--- src/rtl/mem_arbiter.sv ---
// Round-robin arbiter sharing one memory port between icache refill and
// dcache refill/writeback; each grant moves one cache line word by word.
module mem_arbiter #(
   parameter  int unsigned LINE_WORDS = 4,
   parameter  int unsigned ADDR_W     = 32,
   localparam int unsigned CW         = $clog2(LINE_WORDS)
) (
   input  logic                     clk_i,
   input  logic                     rst_ni,
   input  logic                     ic_req_i,
   input  logic [ADDR_W-1:0]        ic_addr_i,
   output logic [31:0]              ic_rdata_o,
   output logic                     ic_rvalid_o,
   output logic [CW-1:0]            ic_widx_o,
   output logic                     ic_done_o,
   input  logic                     dc_req_i,
   input  logic                     dc_we_i,
   input  logic [ADDR_W-1:0]        dc_addr_i,
   input  logic [32*LINE_WORDS-1:0] dc_wdata_i,
   output logic [31:0]              dc_rdata_o,
   output logic                     dc_rvalid_o,
   output logic [CW-1:0]            dc_widx_o,
   output logic                     dc_done_o,
   output logic                     mem_req_o,
   output logic                     mem_we_o,
   output logic [ADDR_W-1:0]        mem_addr_o,
   output logic [31:0]              mem_wdata_o,
   input  logic [31:0]              mem_rdata_i,
   input  logic                     mem_ack_i
);

   localparam int unsigned   OFF      = CW + 2;
   localparam int unsigned   TW       = ADDR_W - OFF;
   localparam logic [CW-1:0] LAST_IDX = CW'(LINE_WORDS - 1);

   typedef enum logic [1:0] {S_IDLE, S_BURST, S_DONE} state_t;
   typedef enum logic {P_IC = 1'b0, P_DC = 1'b1} port_t;

   state_t        state;
   port_t         grant;
   port_t         last_grant;
   logic [CW-1:0] cnt;
   logic [TW-1:0] tag;
   logic          we;

   port_t         pick;
   logic [TW-1:0] pick_tag;
   logic          pick_we;
   logic [CW-1:0] cnt_nxt;
   logic [31:0]   wword_nxt;

   // Offset bits inside the line are implied by the word counter.
   logic unused_low_bits;
   assign unused_low_bits = ^{ic_addr_i[OFF-1:0], dc_addr_i[OFF-1:0]};

   // Arbitration choice and next-word helpers.
   always_comb begin
      pick = P_IC;
      if (dc_req_i && (!ic_req_i || last_grant == P_IC)) begin
         pick = P_DC;
      end
      pick_tag  = (pick == P_DC) ? dc_addr_i[ADDR_W-1:OFF] : ic_addr_i[ADDR_W-1:OFF];
      pick_we   = (pick == P_DC) && dc_we_i;
      cnt_nxt   = cnt + CW'(1);
      wword_nxt = we ? dc_wdata_i[{cnt_nxt, 5'b00000} +: 32] : 32'd0;
   end

   always_ff @(posedge clk_i or negedge rst_ni) begin
      if (!rst_ni) begin
         state       <= S_IDLE;
         grant       <= P_IC;
         last_grant  <= P_DC;
         cnt         <= '0;
         tag         <= '0;
         we          <= 1'b0;
         mem_req_o   <= 1'b0;
         mem_we_o    <= 1'b0;
         mem_addr_o  <= '0;
         mem_wdata_o <= '0;
         ic_rdata_o  <= '0;
         ic_rvalid_o <= 1'b0;
         ic_widx_o   <= '0;
         ic_done_o   <= 1'b0;
         dc_rdata_o  <= '0;
         dc_rvalid_o <= 1'b0;
         dc_widx_o   <= '0;
         dc_done_o   <= 1'b0;
      end else begin
         ic_rdata_o  <= '0;
         ic_rvalid_o <= 1'b0;
         ic_widx_o   <= '0;
         ic_done_o   <= 1'b0;
         dc_rdata_o  <= '0;
         dc_rvalid_o <= 1'b0;
         dc_widx_o   <= '0;
         dc_done_o   <= 1'b0;
         case (state)
            S_IDLE: begin
               if (ic_req_i || dc_req_i) begin
                  grant       <= pick;
                  tag         <= pick_tag;
                  we          <= pick_we;
                  cnt         <= '0;
                  mem_req_o   <= 1'b1;
                  mem_we_o    <= pick_we;
                  mem_addr_o  <= {pick_tag, {OFF{1'b0}}};
                  mem_wdata_o <= pick_we ? dc_wdata_i[31:0] : 32'd0;
                  state       <= S_BURST;
               end
            end
            S_BURST: begin
               if (mem_ack_i) begin
                  cnt <= cnt_nxt;
                  if (!we) begin
                     if (grant == P_IC) begin
                        ic_rvalid_o <= 1'b1;
                        ic_rdata_o  <= mem_rdata_i;
                        ic_widx_o   <= cnt;
                     end else begin
                        dc_rvalid_o <= 1'b1;
                        dc_rdata_o  <= mem_rdata_i;
                        dc_widx_o   <= cnt;
                     end
                  end
                  if (cnt == LAST_IDX) begin
                     state       <= S_DONE;
                     last_grant  <= grant;
                     mem_req_o   <= 1'b0;
                     mem_we_o    <= 1'b0;
                     mem_addr_o  <= '0;
                     mem_wdata_o <= '0;
                     if (grant == P_IC) ic_done_o <= 1'b1;
                     else               dc_done_o <= 1'b1;
                  end else begin
                     mem_addr_o  <= {tag, cnt_nxt, 2'b00};
                     mem_wdata_o <= wword_nxt;
                  end
               end
            end
            S_DONE: begin
               state <= S_IDLE;
            end
            default: begin
               state <= S_IDLE;
            end
         endcase
      end
   end

endmodule

--- config.mk ---
export PLATFORM = sky130hd
export DESIGN_NAME = mem_arbiter
export DESIGN_NICKNAME = d
export VERILOG_FILES = /design/src/rtl/mem_arbiter.sv
export SDC_FILE = /design/constraint.sdc
export NUM_CORES = 1
export LEC_CHECK = 0
export BUFFER_PORTS_ARGS = -buffer_cell sky130_fd_sc_hd__buf_2
export CAP_MARGIN = 10
export CORE_AREA = 2 2 142 144
export DETAILED_ROUTE_END_ITERATION = 8
export DIE_AREA = 0 0 144 146
export MAX_ROUTING_LAYER = met4
export PLACE_DENSITY = 0.74
export SYNTH_ARGS = -nofsm -noshare
export SYNTH_HDL_FRONTEND = slang
export SYNTH_SLANG_ARGS = --single-unit
--- constraint.sdc ---
create_clock -name clk_i -period 2.6 [get_ports clk_i]
set_clock_uncertainty 0.05 [all_clocks]
set_input_delay 0 -clock clk_i [delete_from_list [all_inputs] [get_ports clk_i]]
set_output_delay 0 -clock clk_i [all_outputs]
set_load 0.03 [all_outputs]
==> implementation parameters <==
Parameter                              Value

Die
  Die H ... 146 µm
  Die W ... 144 µm
  Number of top-level pins ... 368
  Number of placement rows ... 51
  Floorplan core area ... 19300 µm²
  DIE AREA ... 21000 µm²
  Starting utilization of the core area ... 42.4%

Cells and area
  Final nets ... 1360
  Area delta synth->final ... 48.6%
  Fraction of layout cells with a size suffix above 1 ... 42.3%
  Filler Cell Count ... 1481
  Util after Layout ... 63.1%

Job
  Number of maximum-capacitance constraint violations ... 0

GRT
  Number of global-route vias before repair ... 7830
  Global-route wire length before repair ... 41.2 mm
  Pin count of the biggest net entering global routing ... 70
  Antenna violations before repair ... 1
  Leftover overflow at the end of global routing ... 0
  Total global routing track utilization ... 26.3%

Timing
  Final-report setup violation count ... 0
  Worst-margin pin slew ... 976 ps
  Hold violation total from the final report ... 0
  Post-route fraction of the period consumed by the critical path ... 94.6%
  Max frequency ... 406 MHz
  Setup repair after global routing missed its margin ... false
  Final total negative setup slack ... 0 ps
  Headroom to the max-slew limit ... 34.9%
  Min Tclk post-route ... 2460 ps
  Slew Limit Fails ... 0

Clock network
  Clock slew seen by the registers of the worst setup and hold paths ... 80 ps
  Maximum count of clock buffers along a single path ... 2
  Number of buffers added by the clock tree synthesis step ... 17
  Root Driver ... clkbuf_16
  Sink Count ... 170
  Clock latency of the later-clocked register in the worst-skew pair ... 420 ps
  TritonCTS clock tree ... built
  CTS H-tree depth ... 4

Critical path
  Critical path required time ... 2870 ps
  Reg-to-reg setup timing slack ... 140 ps
  Crit. End Element ... flop
  Kind of cell adding the most delay to the critical path ... buffers and inverters
  Buffering stage count on the worst path with inverters included ... 2
  Arrival time of the worst setup path ... 2730 ps
  Highest-delay cell along the critical path ... dlygate4sd3_1
  Critical Path Fanout Max ... 32
  Category of the critical setup timing path ... flop to flop
  Element type at the critical path start ... flop
  Slowest cell delay on critical path ... 590 ps
  Ordered cell list for the critical path ... ha_1 -> clkbuf_8 -> mux4_2 -> nand3_1 -> o311ai_2 -> dlygate4sd3_1

Detailed routing
  Iter 0 DRT Violations ... 365
  Via count normalized by instance count ... 5.27
  Number of nets still failing antenna checks after routing ... 0
  Routed Wire Length ... 26.8 mm
  Number of iterations in the first detailed-routing pass ... 7
  Sum of met2 wire segment lengths after detailed routing ... 14.1 mm
  Met1 routed wirelength after detailed routing ... 10.3 mm
  Number of DRC violations after detailed routing ... 0
  Highest layer used for signal routing ... met4
  Vias ... 7416
  Total length of routed met3 wires ... 1.63 mm
  Routed wirelength normalized by instance count ... 19.1 µm

Placement
  Half-perimeter wire length after detailed placement ... 17.1 mm
  Final weighted congestion in routability-driven placement ... 0.834
  Number of buffers added on ports ... 357

Synthesis
  Mapped Area ... 8210 µm²
  Ranking of synthesized cells by area ... dfrtp_1, mux4_2, mux2i_1
  Share of flip-flops with an asynchronous set or reset after synthesis ... 100%
  Synth Area per Inst ... 12.3 µm²
  Post-Synthesis Cells ... 668
  Synth top area share ... 51.5%
  Flip-flop and latch count after synthesis ... 170
  Sequential-to-total area share from yosys stat ... 51.9%
  Cell type with the largest total area after synthesis ... dfrtp_1
  Most used flip-flop cell after synthesis ... dfrtp_1
  Cell with the most instances after synthesis ... dfrtp_1
  Unique masters post-synth ... 35
  Top cell types by occurrence after synthesis ... dfrtp_1, and2_1, inv_1
  EDFF count, synth ... 0
  Yosys warning count ... 0

Power
  Power Density ... 1040 nW/µm²
  Static leakage ... 6.51 nW
  Max IR drop VDD ... 0.000608 V

Run status
  Outcome ... finished clean

Min path
  Worst min-delay path category ... input pin to flop
through the flow:
step | instances | setup WS (ps) | cell area [µm²] | hold slack (ps) | power, mW
2_1_floorplan | 669 | 654 | 8210 | -346 | 8.12
3_3_place_gp | 1243 | 625 | 10300 | -16.9 | 9.67
3_5_place_dp | 1243 | 598 | 10300 | -3.46 | 9.80
4_1_cts | 1406 | 70.3 | 12200 | 1.65 | 12.7
5_1_grt | 1407 | 26.3 | 12200 | 18.2 | 13.3
6_report | 1407 | 140 | 12200 | 12.3 | 12.6
placed cells by master (no fill, tap or decap), types with 4 or more instances in the layout:
cell | netlist | layout
and2_1 | 69 | 69
o221ai_1 | 28 | 28
buf_2 | 17 | 356
dlygate4sd3_1 | 0 | 131
o31ai_1 | 60 | 60
dfrtp_1 | 169 | 167
clkinv_8 | 0 | 5
o311ai_2 | 29 | 29
clkbuf_16 | 0 | 17
inv_1 | 62 | 62
mux2i_1 | 56 | 56
nand2_1 | 32 | 32
mux4_2 | 32 | 32
buf_4 | 6 | 15
nand3_1 | 33 | 33
inv_6 | 0 | 4
report_power, final:
part | internal (mW) | leakage [nW] | switching [mW]
Sequential | 3.55 | 2.20 | 0.464
Combinational | 2.38 | 4.00 | 3.66
Clock | 1.40 | 0.298 | 1.19
flip-flops by register name, summed over array words and instances (netlist names), 2 cells and up:
register,flops
dc_rdata_o,32
ic_rdata_o,32
mem_wdata_o,32
mem_addr_o,30
tag,28
dc_widx_o,2
ic_widx_o,2
state,2
worst paths after layout:
path / start / depth (start not counted) / end
setup reg to reg: mem_addr_o[3] / 6 / mem_wdata_o[1]
min in group asynchronous: rst_ni / 2 / dc_rdata_o[8]
setup / recovery: mem_addr_o[3] / 6 / mem_wdata_o[1]
max in group asynchronous: rst_ni / 3 / ic_rdata_o[21]
hold reg to reg: mem_addr_o[4] / 2 / mem_addr_o[4]
hold / removal: dc_wdata_i[100] / 4 / mem_wdata_o[4]
routing by layer:
| metal | up-vias | track usage [%] |
|---|---|---|
| met2 | 339 | 44.3 |
| li1 | 3346 | - |
| met3 | 54 | 5.03 |
| met5 | - | - |
| met4 | 0 | 11.5 |
| met1 | 3677 | 30.5 |
kinds of logic (layout without fill, tap and decap cells):
logic type	Yosys count	after routing	synth area share, %
muxes	90	90	15.9
other	1	3	0.0457
AOI/OAI and AO/OA	128	128	15.3
adders and majority gates	2	2	0.305
DFF	170	170	51.9
buffers and inverters	129	601	6.71
and+or+nand+nor	148	148	9.93
area by class of cell:
cell class                 count  area (µm²)  area share (%)
multi-input combinational    370        3460            28.4
tap                          265         332            2.72
inverter                      62         233            1.91
sequential                   170        4260            34.9
timing repair buffer         507        3290            27.0
clock buffer                  18         439            3.60
clock inverter                14         179            1.47
antenna                        1        2.50          0.0205
tightest hold or removal path, stage by stage:
cell      delay [ps]
buf_2             70
mux4_2           210
nand3_1           90
o311ai_2          80
repair_timing:
| item | CTS | global route |
|---|---|---|
| hold endpoints to repair | 223 | 0 |
| endpoints found under the setup margin | 0 | 7 |
| hold buffers | 131 | 0 |
| buffers inserted | 0 | 0 |
| gates resized for setup | 0 | 2 |
Power figures use the tool's default switching activity.
